### src/rtl/seg7_pkg.sv
// seg7_pkg: scan states, blank pattern and hex-to-segment decode for the 7-seg scanner
package seg7_pkg;
  typedef enum logic [1:0] {RST_IDLE, BLANK, SHOW} scan_state_t;
  localparam logic [6:0] SEG_BLANK = 7'h7F;
  function automatic logic [6:0] hex2seg(input logic [3:0] h);
    case (h)
      4'h0: hex2seg = 7'b0000001;
      4'h1: hex2seg = 7'b1001111;
      4'h2: hex2seg = 7'b0010010;
      4'h3: hex2seg = 7'b0000110;
      4'h4: hex2seg = 7'b1001100;
      4'h5: hex2seg = 7'b0100100;
      4'h6: hex2seg = 7'b0100000;
      4'h7: hex2seg = 7'b0001111;
      4'h8: hex2seg = 7'b0000000;
      4'h9: hex2seg = 7'b0000100;
      4'hA: hex2seg = 7'b0001000;
      4'hB: hex2seg = 7'b1100000;
      4'hC: hex2seg = 7'b0110001;
      4'hD: hex2seg = 7'b1000010;
      4'hE: hex2seg = 7'b0110000;
      default: hex2seg = 7'b0111000;
    endcase
  endfunction
endpackage

### src/rtl/btn_debounce.sv
// btn_debounce: two-flop synchronizer plus DEB_LEN-sample shift register; one pulse per qualified press
module btn_debounce #(
  parameter int DEB_LEN = 4
) (
  input  logic CLK100,
  input  logic resetn,
  input  logic btn_i,
  output logic press_o
);
  logic s1_q, s2_q, full_q;
  logic [DEB_LEN-1:0] sh_q, sh_d;
  always_comb sh_d = DEB_LEN'({sh_q, s2_q});
  assign press_o = &sh_q & ~full_q;
  always_ff @(posedge CLK100) begin
    if (!resetn) begin
      s1_q <= 1'b0;
      s2_q <= 1'b0;
      sh_q <= '0;
      full_q <= 1'b0;
    end else begin
      s1_q <= btn_i;
      s2_q <= s1_q;
      sh_q <= sh_d;
      full_q <= &sh_q;
    end
  end
endmodule

### src/rtl/seg7_scan_arbiter.sv
// seg7_scan_arbiter: 8-digit scan with anode blanking, sharing the display between CPU word and switches
module seg7_scan_arbiter import seg7_pkg::*; #(
  parameter int SCAN_DIV  = 1000,
  parameter int BLANK_CYC = 16,
  parameter int DEB_LEN   = 4
) (
  input  logic        CLK100,
  input  logic        resetn,
  input  logic [31:0] cpu_data_i,
  input  logic        cpu_valid_i,
  input  logic [15:0] sw_data_i,
  input  logic        btn_sel_i,
  input  logic [7:0]  digit_en_i,
  output logic [6:0]  seg_o,
  output logic [7:0]  an_o,
  output logic        src_o,
  output logic        frame_o
);
  localparam int CW = $clog2(SCAN_DIV);
  scan_state_t state_q, state_d;
  logic [CW-1:0] cnt_q, cnt_d;
  logic [2:0] d_q, d_d;
  logic [31:0] snap_q, snap_d, fb_q, fb_d;
  logic [7:0] an_q, an_d;
  logic [6:0] seg_q, seg_d;
  logic pend_q, pend_d, src_q, src_d, frame_q, frame_d;
  logic press, last, wrap, boundary;
  btn_debounce #(.DEB_LEN(DEB_LEN)) u_deb (
    .CLK100 (CLK100),
    .resetn (resetn),
    .btn_i  (btn_sel_i),
    .press_o(press)
  );
  // a frame reload sees this cycle's valid CPU word, so the first frame after reset is not stale
  always_comb begin
    snap_d = cpu_valid_i ? cpu_data_i : snap_q;
    last = state_q == SHOW && cnt_q == CW'(SCAN_DIV - 1);
    wrap = last && d_q == 3'd7;
    boundary = state_q == RST_IDLE || wrap;
    src_d = src_q ^ (wrap & pend_q);
    pend_d = (wrap ? 1'b0 : pend_q) ^ press;
    fb_d = boundary ? (src_d ? {16'h0, sw_data_i} : snap_d) : fb_q;
    state_d = state_q == RST_IDLE ? BLANK :
              state_q == BLANK ? (cnt_q == CW'(BLANK_CYC - 1) ? SHOW : BLANK) :
              (last ? BLANK : SHOW);
    cnt_d = (state_q == RST_IDLE || last) ? '0 : cnt_q + 1'b1;
    d_d = state_q == RST_IDLE ? 3'd0 : d_q + {2'b00, last};
    an_d = (state_d == SHOW && digit_en_i[d_d]) ? ~(8'd1 << d_d) : 8'hFF;
    seg_d = (state_d == SHOW && !digit_en_i[d_d]) ? SEG_BLANK : hex2seg(fb_d[{d_d, 2'b00} +: 4]);
    frame_d = wrap;
  end
  always_ff @(posedge CLK100) begin
    if (!resetn) begin
      state_q <= RST_IDLE;
      cnt_q <= '0;
      d_q <= 3'd0;
      snap_q <= 32'h0;
      fb_q <= 32'h0;
      pend_q <= 1'b0;
      src_q <= 1'b0;
      frame_q <= 1'b0;
      an_q <= 8'hFF;
      seg_q <= SEG_BLANK;
    end else begin
      state_q <= state_d;
      cnt_q <= cnt_d;
      d_q <= d_d;
      snap_q <= snap_d;
      fb_q <= fb_d;
      pend_q <= pend_d;
      src_q <= src_d;
      frame_q <= frame_d;
      an_q <= an_d;
      seg_q <= seg_d;
    end
  end
  assign seg_o = seg_q;
  assign an_o = an_q;
  assign src_o = src_q;
  assign frame_o = frame_q;
endmodule

### config.mk
export PLATFORM = sky130hd
export DESIGN_NAME = seg7_scan_arbiter
export DESIGN_NICKNAME = d
export VERILOG_FILES = /design/src/rtl/seg7_pkg.sv /design/src/rtl/btn_debounce.sv /design/src/rtl/seg7_scan_arbiter.sv
export SDC_FILE = /design/constraint.sdc
export NUM_CORES = 1
export LEC_CHECK = 0
export CAP_MARGIN = 20
export CORE_MARGIN = 4
export CORE_UTILIZATION = 45
export DETAILED_ROUTE_END_ITERATION = 10
export PLACE_DENSITY = 0.71
export SETUP_SLACK_MARGIN = 0.15
export SLEW_MARGIN = 30
export SYNTH_ARGS = -nofsm -noshare
export SYNTH_HDL_FRONTEND = slang
export SYNTH_HIERARCHICAL = 1
export SYNTH_SLANG_ARGS = --single-unit
### constraint.sdc
create_clock -name CLK100 -period 3.4 [get_ports CLK100]
set_clock_uncertainty 0.05 [all_clocks]
set_input_delay 0.68 -clock CLK100 [delete_from_list [all_inputs] [get_ports CLK100]]
set_output_delay 0.68 -clock CLK100 [all_outputs]
set_load 0.02 [all_outputs]
-- Word-level counts from Yosys, hierarchy flattened
Memories as Yosys holds them, arrays and structs flattened. A register that Yosys moved wholly into a read port is not among the register bits.
Index checks and enable logic that the tools add are counted.
- word-level logic and storage cells: 55
- memory bits (read-only): 112
- output and inout bits: 17
- bits of input ports: 60
- memories kept: 1
- bits in registers: 97
- memories (memory ; words ; width ; read ports ; clocked after Yosys merged registers in ; wr ports ; line ; source):
    (no name shown) ; 16 ; 7 ; 1 ; 1 ; 0 ; seg7_pkg.sv:6 ; case (h)
- bitwise logic cells: 7
- muxes and demuxes: 11
- shift operators: 2
- eq/ne operators: 6
- add/subtract/negate cells: 2
- magnitude comparators: 1
- reductions and logical operators: 12
- operator list (kind ; number):
    $mux W32 ; 3
    $shiftx A32 B6 Y4 ; 1
    $add A10 B1 Y10 const B ; 1
    $eq A10 B10 Y1 const B ; 1
    $eq A10 B4 Y1 const B ; 1
    $mux W2 ; 4
    $not A8 Y8 ; 1
    $shl A1 B3 Y8 const A ; 1
    $eq A2 B2 Y1 const B ; 2
    $logic_and A1 B1 Y1 ; 4
    $lt A3 B4 Y1 const B ; 1
    $reduce_and A4 Y1 ; 1
    $reduce_or A2 Y1 ; 2
    $add A3 B1 Y3 ; 1
    $bmux W1 S3 ; 1
    $eq A3 B3 Y1 const B ; 1
    $mux W3 ; 1
    $and A1 B1 Y1 ; 2
    $eq A2 B1 Y1 const B ; 1
    $logic_not A2 Y1 ; 1
    $logic_or A1 B1 Y1 ; 2
    $mux W1 ; 2
    $not A1 Y1 ; 2
    $reduce_and A2 Y1 ; 1
    other kinds (2) ; 3

-- Longest topological paths before layout
Gate-level depths: netlist of run 1.
- word-level depth: 9
- mapped depth: 17
- mapped depth without buffers: 17

-- By module
Netlist of run 1, hierarchy kept.
- modules (own cells, without submodules) (module ; times used ; seq. area each (um2) ; area an instance (um2) ; cells an instance):
    seg7_scan_arbiter ; 1 ; 1941.9 ; 4679.5 ; 506
    btn_debounce ; 1 ; 140.1 ; 202.7 ; 17

-- Worst setup path before layout of run 1
OpenSTA, ideal clock, no wires.
- kind: reg-to-reg
- start point: register cnt_q[0]
- end point: register seg_q[3], in the netlist seg_o[3]
- period minus slack after synthesis: 3.724 ns
- data required time: 3.216 ns
- setup slack: -0.324 ns
- arrival: 3.540 ns
- path buffers: 3
- setup time: 0.134 ns
- stages on the path, launching flop included: 16
- cell sequence: dfxtp_1 > ha_1 > nand4_1 > nor4_1 > ha_1 > clkbuf_1 > clkbuf_1 > clkbuf_1 > a41oi_1 > a31o_2 > a21oi_2 > inv_1 > ha_1 > inv_1 > a2111oi_0 > a31oi_1
- word-level cells in the longest chain between the ends: 9
- elaborated cells on any way between the ends: 22
- those cells by class: add/sub: 1; eq/ne: 3; shift: 1; mux: 9; bitwise: 2; reduce/logical: 6
- RTL lines (element ; line ; source):
    start: declaration ; seg7_scan_arbiter.sv:21 ; logic [CW-1:0] cnt_q, cnt_d;
    start signal: assignment ; seg7_scan_arbiter.sv:66 ; cnt_q <= cnt_d;
    $eq A10 B10 Y1 ; seg7_scan_arbiter.sv:37 ; last = state_q == SHOW && cnt_q == CW'(SCAN_DIV - 1);
    $logic_and A1 B1 Y1 ; seg7_scan_arbiter.sv:37 ;
    $add A3 B1 Y3 ; seg7_scan_arbiter.sv:47 ; d_d = state_q == RST_IDLE ? 3'd0 : d_q + {2'b00, last};
    $mux W3 ; seg7_scan_arbiter.sv:47 ;
    $bmux W1 S3 ; seg7_scan_arbiter.sv:49 ; seg_d = (state_d == SHOW && !digit_en_i[d_d]) ? SEG_BLANK : hex2seg(fb_d[{d_d, 2'b00} +: 4]);
    $mux W1 (not written as such) ; seg7_scan_arbiter.sv:49 ;
    $logic_not A1 Y1 ; seg7_scan_arbiter.sv:49 ;
    $logic_and A1 B1 Y1 ; seg7_scan_arbiter.sv:49 ;
    $reduce_or A2 Y1 (no line) ; -- ;
    end: declaration ; seg7_scan_arbiter.sv:25 ; logic [6:0] seg_q, seg_d;
Parallel ways exist; a longest one is shown, timed or not. The select of a mux whose other input is x is not followed.
A chain may end at the register's enable or synchronous reset.

-- Worst setup path in the final report of run 1
- start point: register cnt_q[1]
- end point: register seg_q[3], in the netlist seg_o[3]
The elaborated chain is that of the path after synthesis.

==> run summary, run 1 <==
Status -> finished, violations left
Failing checks -> negative setup slack
Final setup fails -> 2
Vias/cell -> 5.45
CORE AREA -> 0.0105 mm²
R2R depth -> 16
Required time worst endpoint -> 3610 ps
# IOs -> 77
Final Power -> 2.77 mW
Most frequent cell after synthesis -> dfxtp_1
VDD IR max -> 0.206 mV
Die W -> 112 µm
CTS tree -> yes
Initial drt markers -> 306
Met1 wire length -> 5.86 mm
Worst skew pair latency -> 370 ps
Worst-path fanout max -> 6
Nets -> 747
Buffers on Ports -> 76
DRC -> 0
Max-slew headroom -> 0.606
ANT cells -> 0
H-tree Lvls -> 3
Num CTS Buffers -> 9
Initial Utilization -> 0.467
Worst Hold End -> u_deb/s2_q
Final worst path period need -> 3450 ps
First-pass GRT wire length -> 21.5 mm
Critical path arrival -> 3660 ps
FF-to-FF Start -> cnt_q[1]
Final Util -> 0.668
GRT Overall Usage -> 0.208
Initial DRT Pass Iterations -> 5
Syn nets -> 592
R2R Path End -> seg_o[3]
Slew Limit Fails -> 0
Flop pwr share -> 0.475
Actual slew at the worst max-slew pin -> 591 ps
Die area -> 0.0126 mm²
Netlist Area Pre-Place -> 0.00488 mm²
Clock Tree Buf Depth -> 2
Unique masters post-synth -> 60
Vias in the first global route -> 4457
R2R Setup Slk -> -50 ps
CP Class -> reg -> reg
Share of the cycle needed by the critical path after routing -> 1.01
Logic pwr share -> 0.219
Pre-CTS setup slack -> -141 ps
Dpl hpwl -> 9.76 mm
RSZ-0062 raised after global routing -> yes
Hold Crit Start -> u_deb/s1_q
Post-DP Area -> 0.00641 mm²
Post-Syn Area per Cell -> 9.33 µm²
Clock share of power -> 0.307
Met3 Routed Length -> 792 µm
Worst-path clk slew -> 100 ps
Vias -> 4465
FP Rows -> 37
Synth async-reset ratio -> 0
Pwr dens -> 396 mW/mm²
Ys flop type -> dfxtp_1
P_int -> 2.03 mW
Routed len/inst -> 16.7 µm
Final wirelength -> 13.7 mm
Layout area overhead -> 43.1%
Worst Hold Depth -> 1
Hold WS -> 407 ps
P_leak -> 2.76 nW
Cell taking the most area after synthesis -> dfxtp_1
Worst Setup End Kind -> register
Post-Layout Cell Count -> 819
Max Freq -> 290 MHz
# placed instances -> 785
Largest net degree at the start of global routing -> 76
Layout cell share with drive strength beyond 1 -> 0.302
Root buf cell -> clkbuf_8
Final std cell area, no fill -> 0.00699 mm²
Synth Register Bits -> 104
Crit start category -> register
Routed wire length on met2 -> 6.71 mm
Seq/Total Area, Yosys -> 0.426
PnR worst setup slack -> -49.8 ps
Synthesis Warnings -> 6
Final Hold Viols -> 0
Top post-synthesis cells by count -> dfxtp_1, nand2_1, and2_1
Die Height -> 112 µm
Synth top area share -> 0.426
Sw frac -> 0.269
Highest metal used -> met4
Initial antenna violation count -> 0
Setup TNS -> -79.0 ps
Synth area leaders -> dfxtp_1, mux2_2, and2_1, nor2b_1, mux2i_1
Clock sink count -> 104
HP Class -> reg -> reg
Overflow left after global routing -> 0
Routed Antenna Nets -> 0
Number of flops mapped to enable cells by yosys -> 0
Post-Syn Instances -> 523
Sw Pwr -> 744 µW
Max cap viols -> 0
Routability cong. -> 0.905
-- cell families after synthesis --
logic type      share of synthesized area
xor+xnor                           0.0215
fa+ha+maj                          0.0231
simple gates                        0.220
compound gates                      0.161
buf+inv                            0.0372
mux                                 0.110
flops                               0.426
-- cells in the final DEF (no fill, tap or decap), drive strengths merged, types with 3 or more instances in the layout --
master,count
o21ai,11
xnor2,7
ha,9
clkbuf,10
nor3,7
inv,12
a31oi,7
o22ai,5
a211oi,4
o211ai,14
a21oi,14
nor2b,31
nand3,15
dfxtp,104
xor2,5
mux2i,19
mux2,25
nand2b,5
nor4,4
nor2,31
and2,39
a21boi,14
or3,5
and3,5
buf,102
or2,5
clkdlybuf4s50,75
nand2,45
a22oi,17
o221ai,4
mux4,3
-- state kept, by name, summed over array words and instances (netlist names) --
name and cells:
cnt_q 10, u_deb/sh_q 4, state_q 2, frame_o 1, src_o 1, d_q 3, u_deb/full_q 1, pend_q 1
snap_q 32, seg_o 7, an_o 8, u_deb/s1_q 1, fb_q 32, u_deb/s2_q 1
-- worst max-delay path: stages, from the launching register on --
cell and delay [ps]:
dfxtp_2 360, ha_4 130, nand4_1 160, or4_4 460, buf_6 150, o21ai_4 250
buf_6 150, buf_6 90, a21o_1 160, o2111a_1 250, a311oi_4 70, a21oi_4 290
inv_4 80, ha_4 270, inv_2 40, a2111oi_2 290, a31oi_1 70
-- power groups by stage --
stage	logic [mW]	clock network (mW)	registers, mW
floorplan	0.284	0	1.36
global placement	0.546	0	1.34
detailed placement	0.558	0	1.34
CTS	0.584	0.862	1.31
global route	0.651	0.908	1.32
finish	0.605	0.849	1.31
-- area by class of cell --
type                            count  area, µm²
Clock buffer                       10        128
Timing Repair Buffer              177       1580
Sequential cell                   104       2090
Tap cell                          136        170
Inverter                           10       42.5
Fill cell                         841       3470
Clock inverter                      6       90.1
Multi-Input combinational cell    376       2890
-- routing by layer --
metal  up-vias  GRT usage
li1       2165          -
met5         -          0
met3        29     0.0388
met2       149      0.360
met4         0     0.0673
met1      2122      0.263
-- what timing repair did --
action                                 CTS  global route
endpoints found under the hold margin    0             0
hold buffers                             0             0
setup endpoints to repair                7             7
pin swaps                               14            10
setup buffers                           12             6
resized for setup                       29            19
-- how the worst max path moves through the flow --
stage | startpoint | end | cells past startpoint
after floorplan | cnt_q[4] | seg_o[3] | 13
after global placement | cpu_valid_i | seg_o[3] | 14
after detailed placement | cpu_valid_i | seg_o[3] | 14
after CTS | cnt_q[1] | seg_o[3] | 14
after global routing | cnt_q[0] | seg_o[3] | 16
final | cnt_q[1] | seg_o[3] | 16
Power figures use the tool's default switching activity.
==> run 2, diff against run 1 <==
--- a/config.mk
+++ b/config.mk
@@ -6,8 +6,10 @@
 export NUM_CORES = 1
 export LEC_CHECK = 0
 export CAP_MARGIN = 20
+export CORE_ASPECT_RATIO = 0.9
 export CORE_MARGIN = 4
 export CORE_UTILIZATION = 45
+export CTS_CLUSTER_DIAMETER = 80
 export DETAILED_ROUTE_END_ITERATION = 10
 export PLACE_DENSITY = 0.71
 export SETUP_SLACK_MARGIN = 0.15
==> constraint.sdc (replaced) <==
create_clock -name CLK100 -period 3.4 [get_ports CLK100]
set_clock_uncertainty 0.05 [all_clocks]
set_input_delay 0.51 -clock CLK100 [delete_from_list [all_inputs] [get_ports CLK100]]
set_output_delay 0.51 -clock CLK100 [all_outputs]
set_load 0.02 [all_outputs]
==> run 2 against run 1 <==
- the flow still finishes with violations (negative setup slack)
- clock power rose by 16%
- critical path type unchanged
- critical endpoint unchanged
- non-clock buffer count decreased by 15
- via count down 1.5%
- die area about the same
- sequential share of layout area grew 0.43 points
- routed wire length fell by 2.6%
- cell count fell by 2.8%
- combinational power barely moved
- register-to-register slack worse by 120 ps
- highest routed layer unchanged
==> run summary, run 2 (same netlist as run 1, synthesis figures left out) <==
Root buf cell -> clkbuf_16
HP Class -> reg -> reg
P_leak -> 2.72 nW (-1.7%)
Required time worst endpoint -> 3580 ps (-30 ps)
Worst Setup End Kind -> register
Die W -> 118 µm (+5.0%)
Critical path arrival -> 3740 ps (+80 ps)
Crit start category -> register
DRC -> 0 (unchanged)
Max Freq -> 280 MHz (-3.2%)
GRT Overall Usage -> 0.206 (-0.00273)
Final wirelength -> 13.3 mm (-2.6%)
R2R depth -> 15 (-1)
Final setup fails -> 7 (+5)
Worst-path fanout max -> 6 (unchanged)
# IOs -> 77 (unchanged)
Pre-CTS setup slack -> -30.4 ps (+110 ps)
Hold Crit Start -> u_deb/s1_q
CTS tree -> yes
Routed len/inst -> 16.7 µm (+0.20%)
Clock Tree Buf Depth -> 2 (unchanged)
Actual slew at the worst max-slew pin -> 602 ps (+11.2 ps)
Final Hold Viols -> 0 (unchanged)
Vias -> 4397 (-1.5%)
R2R Path End -> seg_o[3]
VDD IR max -> 0.227 mV (+10%)
Most frequent cells in the layout -> dfxtp_1, buf_4, clkdlybuf4s50_1
Pwr dens -> 421 mW/mm² (+6.3%)
Die area -> 0.0126 mm² (about the same)
Worst Hold Depth -> 1 (unchanged)
Initial antenna violation count -> 0 (unchanged)
RSZ-0062 raised after global routing -> yes
Largest registers -> fb_q x32, snap_q x32, cnt_q x10
Most common cell after layout, fill and taps aside -> dfxtp_1
PnR worst setup slack -> -165 ps (-116 ps)
ANT cells -> 0 (unchanged)
Slew Limit Fails -> 0 (unchanged)
Post-Layout Cell Count -> 796 (-2.8%)
Buf+Inv Stages, Crit Path -> 3 (-2)
Final worst path period need -> 3570 ps (+116 ps)
Final Power -> 2.90 mW (+4.7%)
CORE AREA -> 0.0104 mm² (-0.38%)
CP delay by family, top -> compound AO/OA/AOI/OAI gates
Initial drt markers -> 228 (-25%)
Clock sink count -> 104 (unchanged)
Largest net degree at the start of global routing -> 78 (+2.6%)
Failing checks -> negative setup slack
Layout area overhead -> 41.0%
H-tree Lvls -> 3 (unchanged)
Vias in the first global route -> 4242 (-4.8%)
Worst skew pair latency -> 350 ps (-20 ps)
Slowest CP cell -> or4_4
# placed instances -> 764 (-2.7%)
First-pass GRT wire length -> 21.0 mm (-2.1%)
Final std cell area, no fill -> 0.00688 mm² (-1.5%)
Worst Hold End -> u_deb/s2_q
Layout cell share with drive strength beyond 1 -> 0.277 (-0.0242)
Routability cong. -> 0.881 (-2.7%)
Num CTS Buffers -> 9 (unchanged)
CP Class -> reg -> reg
Worst-path clk slew -> 70 ps (-30 ps)
Status -> finished, violations left
CP peak stage delay -> 420 ps (-40 ps)
Initial DRT Pass Iterations -> 5 (unchanged)
Buffers on Ports -> 76 (unchanged)
Max-slew headroom -> 0.599 (-0.00744)
Max cap viols -> 0 (unchanged)
Crit path cell chain -> ha_4 > nand4_1 > buf_4 > or4_4 > buf_8 > o21ai_4 > a21oi_2 > o31a_1 > a211o_1 > a21oi_4 > inv_4 > ha_4 > a21boi_4 > a2111oi_4 > a31oi_1
Share of the cycle needed by the critical path after routing -> 1.05 (+0.0340)
Cell mode on critical path -> ha_4
Post-DP Area -> 0.00629 mm² (-2.0%)
R2R Setup Slk -> -170 ps (-120 ps)
FF-to-FF Start -> cnt_q[1]
Initial Utilization -> 0.468 (+0.00179)
Dpl hpwl -> 9.40 mm (-3.7%)
Die Height -> 107 µm (-4.8%)
Final Util -> 0.661 (-0.00740)
FP Rows -> 35 (-5.4%)
Overflow left after global routing -> 0 (unchanged)
Vias/cell -> 5.52 (+1.3%)
Routed Antenna Nets -> 0 (unchanged)
Nets -> 732 (-2.0%)
-- run 2: cell types whose count changed in the layout (fill, tap and decap cells not counted), sizes merged --
| cell | change |
|---|---|
| buf | -15 |
| bufinv | -2 |
| inv | +1 |
-- run 2: worst max-delay path by stage --
stage | start | end | slack [ps] | depth (start not counted)
2_1_floorplan | cnt_q[4] | seg_o[3] | 150 | 13
3_3_place_gp | cnt_q[4] | seg_o[3] | 1 | 13
3_5_place_dp | cnt_q[4] | seg_o[3] | -30 | 13
4_1_cts | cnt_q[4] | seg_o[3] | 60 | 13
5_1_grt | cnt_q[1] | seg_o[3] | -270 | 15
6_report | cnt_q[1] | seg_o[3] | -170 | 15
-- run 2: through the flow --
step           TNS (ps)  hold slack [ps]
2_1_floorplan         0              366
3_3_place_gp          0              385
3_5_place_dp      -43.6              385
4_1_cts               0              403
5_1_grt           -1580              413
6_report           -425              398
-- run 2: where the power goes --
group | switching (mW) | internal, mW | leakage [nW]
combinational | 0.293 | 0.310 | 1.73
clock | 0.464 | 0.519 | 0.136
sequential | 0.0235 | 1.29 | 0.854
-- run 2: routing by layer --
layer,global-route usage,vias to the layer above,wire (µm)
met5,0,-,0
met4,0.0628,0,240
met3,0.0454,21,790
met2,0.340,153,6270
met1,0.270,2090,6000
li1,-,2133,-
-- run 2: timing repair --
item | 4_1_cts | 5_1_grt
gates resized for setup | 16 | 29
buffers inserted | 8 | 9
setup endpoints to repair | 7 | 14
pin swaps | 7 | 15
hold buffers | 0 | 0
-- run 2: cell type report --
cell class / instances / area, µm²
fillers: 846 / 3540
multi-input cells: 376 / 2860
flip-flops and latches: 104 / 2080
repair buffers: 162 / 1460
clock buffers: 10 / 239
well taps: 129 / 161
inverters: 10 / 40.0
clock inverters: 5 / 38.8
==> variant: new RTL, settings of run 1 <==
The parameter `SCAN_DIV` goes from 1000 to 500.
--- a/src/rtl/seg7_scan_arbiter.sv
+++ b/src/rtl/seg7_scan_arbiter.sv
@@ -1,6 +1,6 @@
 // seg7_scan_arbiter: 8-digit scan with anode blanking, sharing the display between CPU word and switches
 module seg7_scan_arbiter import seg7_pkg::*; #(
-  parameter int SCAN_DIV  = 1000,
+  parameter int SCAN_DIV  = 500,
   parameter int BLANK_CYC = 16,
   parameter int DEB_LEN   = 4
 ) (
Formal check against the unedited RTL: no difference found for any inputs over 10 cycles, from zero or initial values and one cycle with resetn low; that may be too few to reach the edited logic, so the function may still have changed.
==> variant against run 1 <==
  * Total power fell by 7.4%
  * Routed wire length fell by 9.8%
  * Combinational power fell by 15%
  * Sequential cell count fell by 1
  * Synthesized area fell by 2.7%
  * Final area fell by 5.2%
  * Worst hold slack barely moved
  * Die area fell by 2.5%
  * Worst setup slack improved by 0.13 ns
  * Largest cell class unchanged
  * Largest power group unchanged
  * Highest routed layer unchanged
==> variant: results <==
export IMPL_dpl_cell_area_mm2=0.00613
export IMPL_dr_wl_met3_um=840
export IMPL_p_leak_nw=2.71
export IMPL_ir_drop_v=0.000202
export IMPL_grt_total_usage=0.197
export IMPL_hold_path_startpoint="u_deb/s1_q"
export IMPL_ys_seq_area_frac=0.434
export IMPL_crit_arrival_ns=3.59
export IMPL_met3_usage=0.0366
export IMPL_wl_met2_um=5930
export IMPL_met2_usage=0.327
export IMPL_grt_pass1_vias=4041
export IMPL_synthTopCellsByArea="dfxtp_1 (43%), mux2i_1 (8.4%), and2_1 (5.1%)"
export IMPL_drive_above_1_share=0.257
export IMPL_grt_max_degree=46
export IMPL_drtIter0Drc=178
export IMPL_r2r_slack_ns=0.08
export IMPL_met1_usage=0.251
export IMPL_clkLatencyLatePin_ns=0.36
export IMPL_regToRegEndpoint="seg_o[3]"
export IMPL_dpl_hpwl_um=8910
export IMPL_synth_common_cells="dfxtp_1 (103), nand2_1 (52), mux2i_1 (40)"
export IMPL_syn_nets=581
export IMPL_synthDistinctLibCells=58
export IMPL_viasPerCell=5.20
export IMPL_p_switching_mw=0.675
export IMPL_reg_top3="fb_q (32), snap_q (32), cnt_q (9)"
export IMPL_status="completed"
export IMPL_globalplace_congestion=0.919
export IMPL_final_nets=712
export IMPL_topRoutingLayerUsed="met4"
export IMPL_wirelength_um=12300
export IMPL_r2r_cells=12
export IMPL_grt_pass1_wl_um=20000
export IMPL_async_reset_ff_frac=0
export IMPL_relSlewSlack=0.541
export IMPL_drt_met1_wl_um=5240
==> variant: cell types whose count changed in the layout (fill, tap and decap cells not counted), sizes merged, moves of 10 or more <==
cell    delta
a21boi    -10
a22oi     -15
buf       -31
mux2      -11
mux2i     +21
o211ai    -10
o21ai     +27
==> variant: logic make-up (layout without fill, tap and decap cells) <==
| logic type | Yosys count | in the layout | share of synthesized area |
|---|---|---|---|
| XOR/XNOR | 10 | 10 | 0.0200 |
| AND/OR/NAND/NOR | 193 | 193 | 0.216 |
| adder cells (fa/ha/maj) | 9 | 9 | 0.0237 |
| flip-flops | 103 | 103 | 0.434 |
| AO/OA/AOI/OAI | 97 | 98 | 0.135 |
| multiplexers | 57 | 57 | 0.132 |
| buffers and inverters | 43 | 176 | 0.0390 |
==> variant: critical path: stages (launching register included) <==
cell and delay, ns:
dfxtp_2 0.36, ha_4 0.15, nand4b_4 0.10, buf_6 0.14, nor4_4 0.37, xnor2_4 0.23
mux2i_2 0.30, o22ai_1 0.11, or3_4 0.40, o21ai_4 0.29, ha_4 0.26, mux4_2 0.44
nand2b_1 0.07
==> variant: worst max path at each step <==
stage | start | to | slack [ns] | depth (start not counted)
after CTS | cnt_q[0] | seg_o[3] | 0.09 | 15
final | cnt_q[1] | seg_o[3] | 0.08 | 12
after detailed placement | cnt_q[1] | seg_o[2] | -0.1 | 15
after floorplan | cnt_q[1] | seg_o[3] | -0.06 | 15
after global routing | cnt_q[1] | seg_o[2] | -0.04 | 16
after global placement | cnt_q[1] | seg_o[2] | 0.007 | 15
==> variant: cell type report <==
cell class / instances / area [µm²]
fill: 859 / 3700
multi-input combinational: 367 / 2800
clock inverter: 4 / 47.5
clock buffer: 10 / 138
inverter: 17 / 66.3
timing repair buffer: 145 / 1340
sequential: 103 / 2070
tap: 136 / 170
==> variant: power by group through the flow <==
stage / clock, mW / combinational, mW / sequential [mW]
finish: 0.751 / 0.515 / 1.30
global route: 0.819 / 0.560 / 1.30
CTS: 0.762 / 0.485 / 1.30
detailed placement: 0 / 0.471 / 1.33
global placement: 0 / 0.461 / 1.32
floorplan: 0 / 0.262 / 1.34
==> variant: what timing repair did <==
action                     CTS  global route
setup buffers                5            11
pin swaps                    9            16
cloned                       1             0
gates resized for setup     18            28
setup endpoints to repair    7             9
==> variant: stage by stage <==
stage / hold WS, ns / total power [mW] / cells / setup slack (ns)
global placement: 0.386 / 1.78 / 751 / 0.00688
CTS: 0.407 / 2.54 / 771 / 0.0880
detailed placement: 0.382 / 1.80 / 751 / -0.0997
finish: 0.407 / 2.56 / 782 / 0.0766
global route: 0.426 / 2.68 / 782 / -0.0425
floorplan: 0.370 / 1.60 / 512 / -0.0601
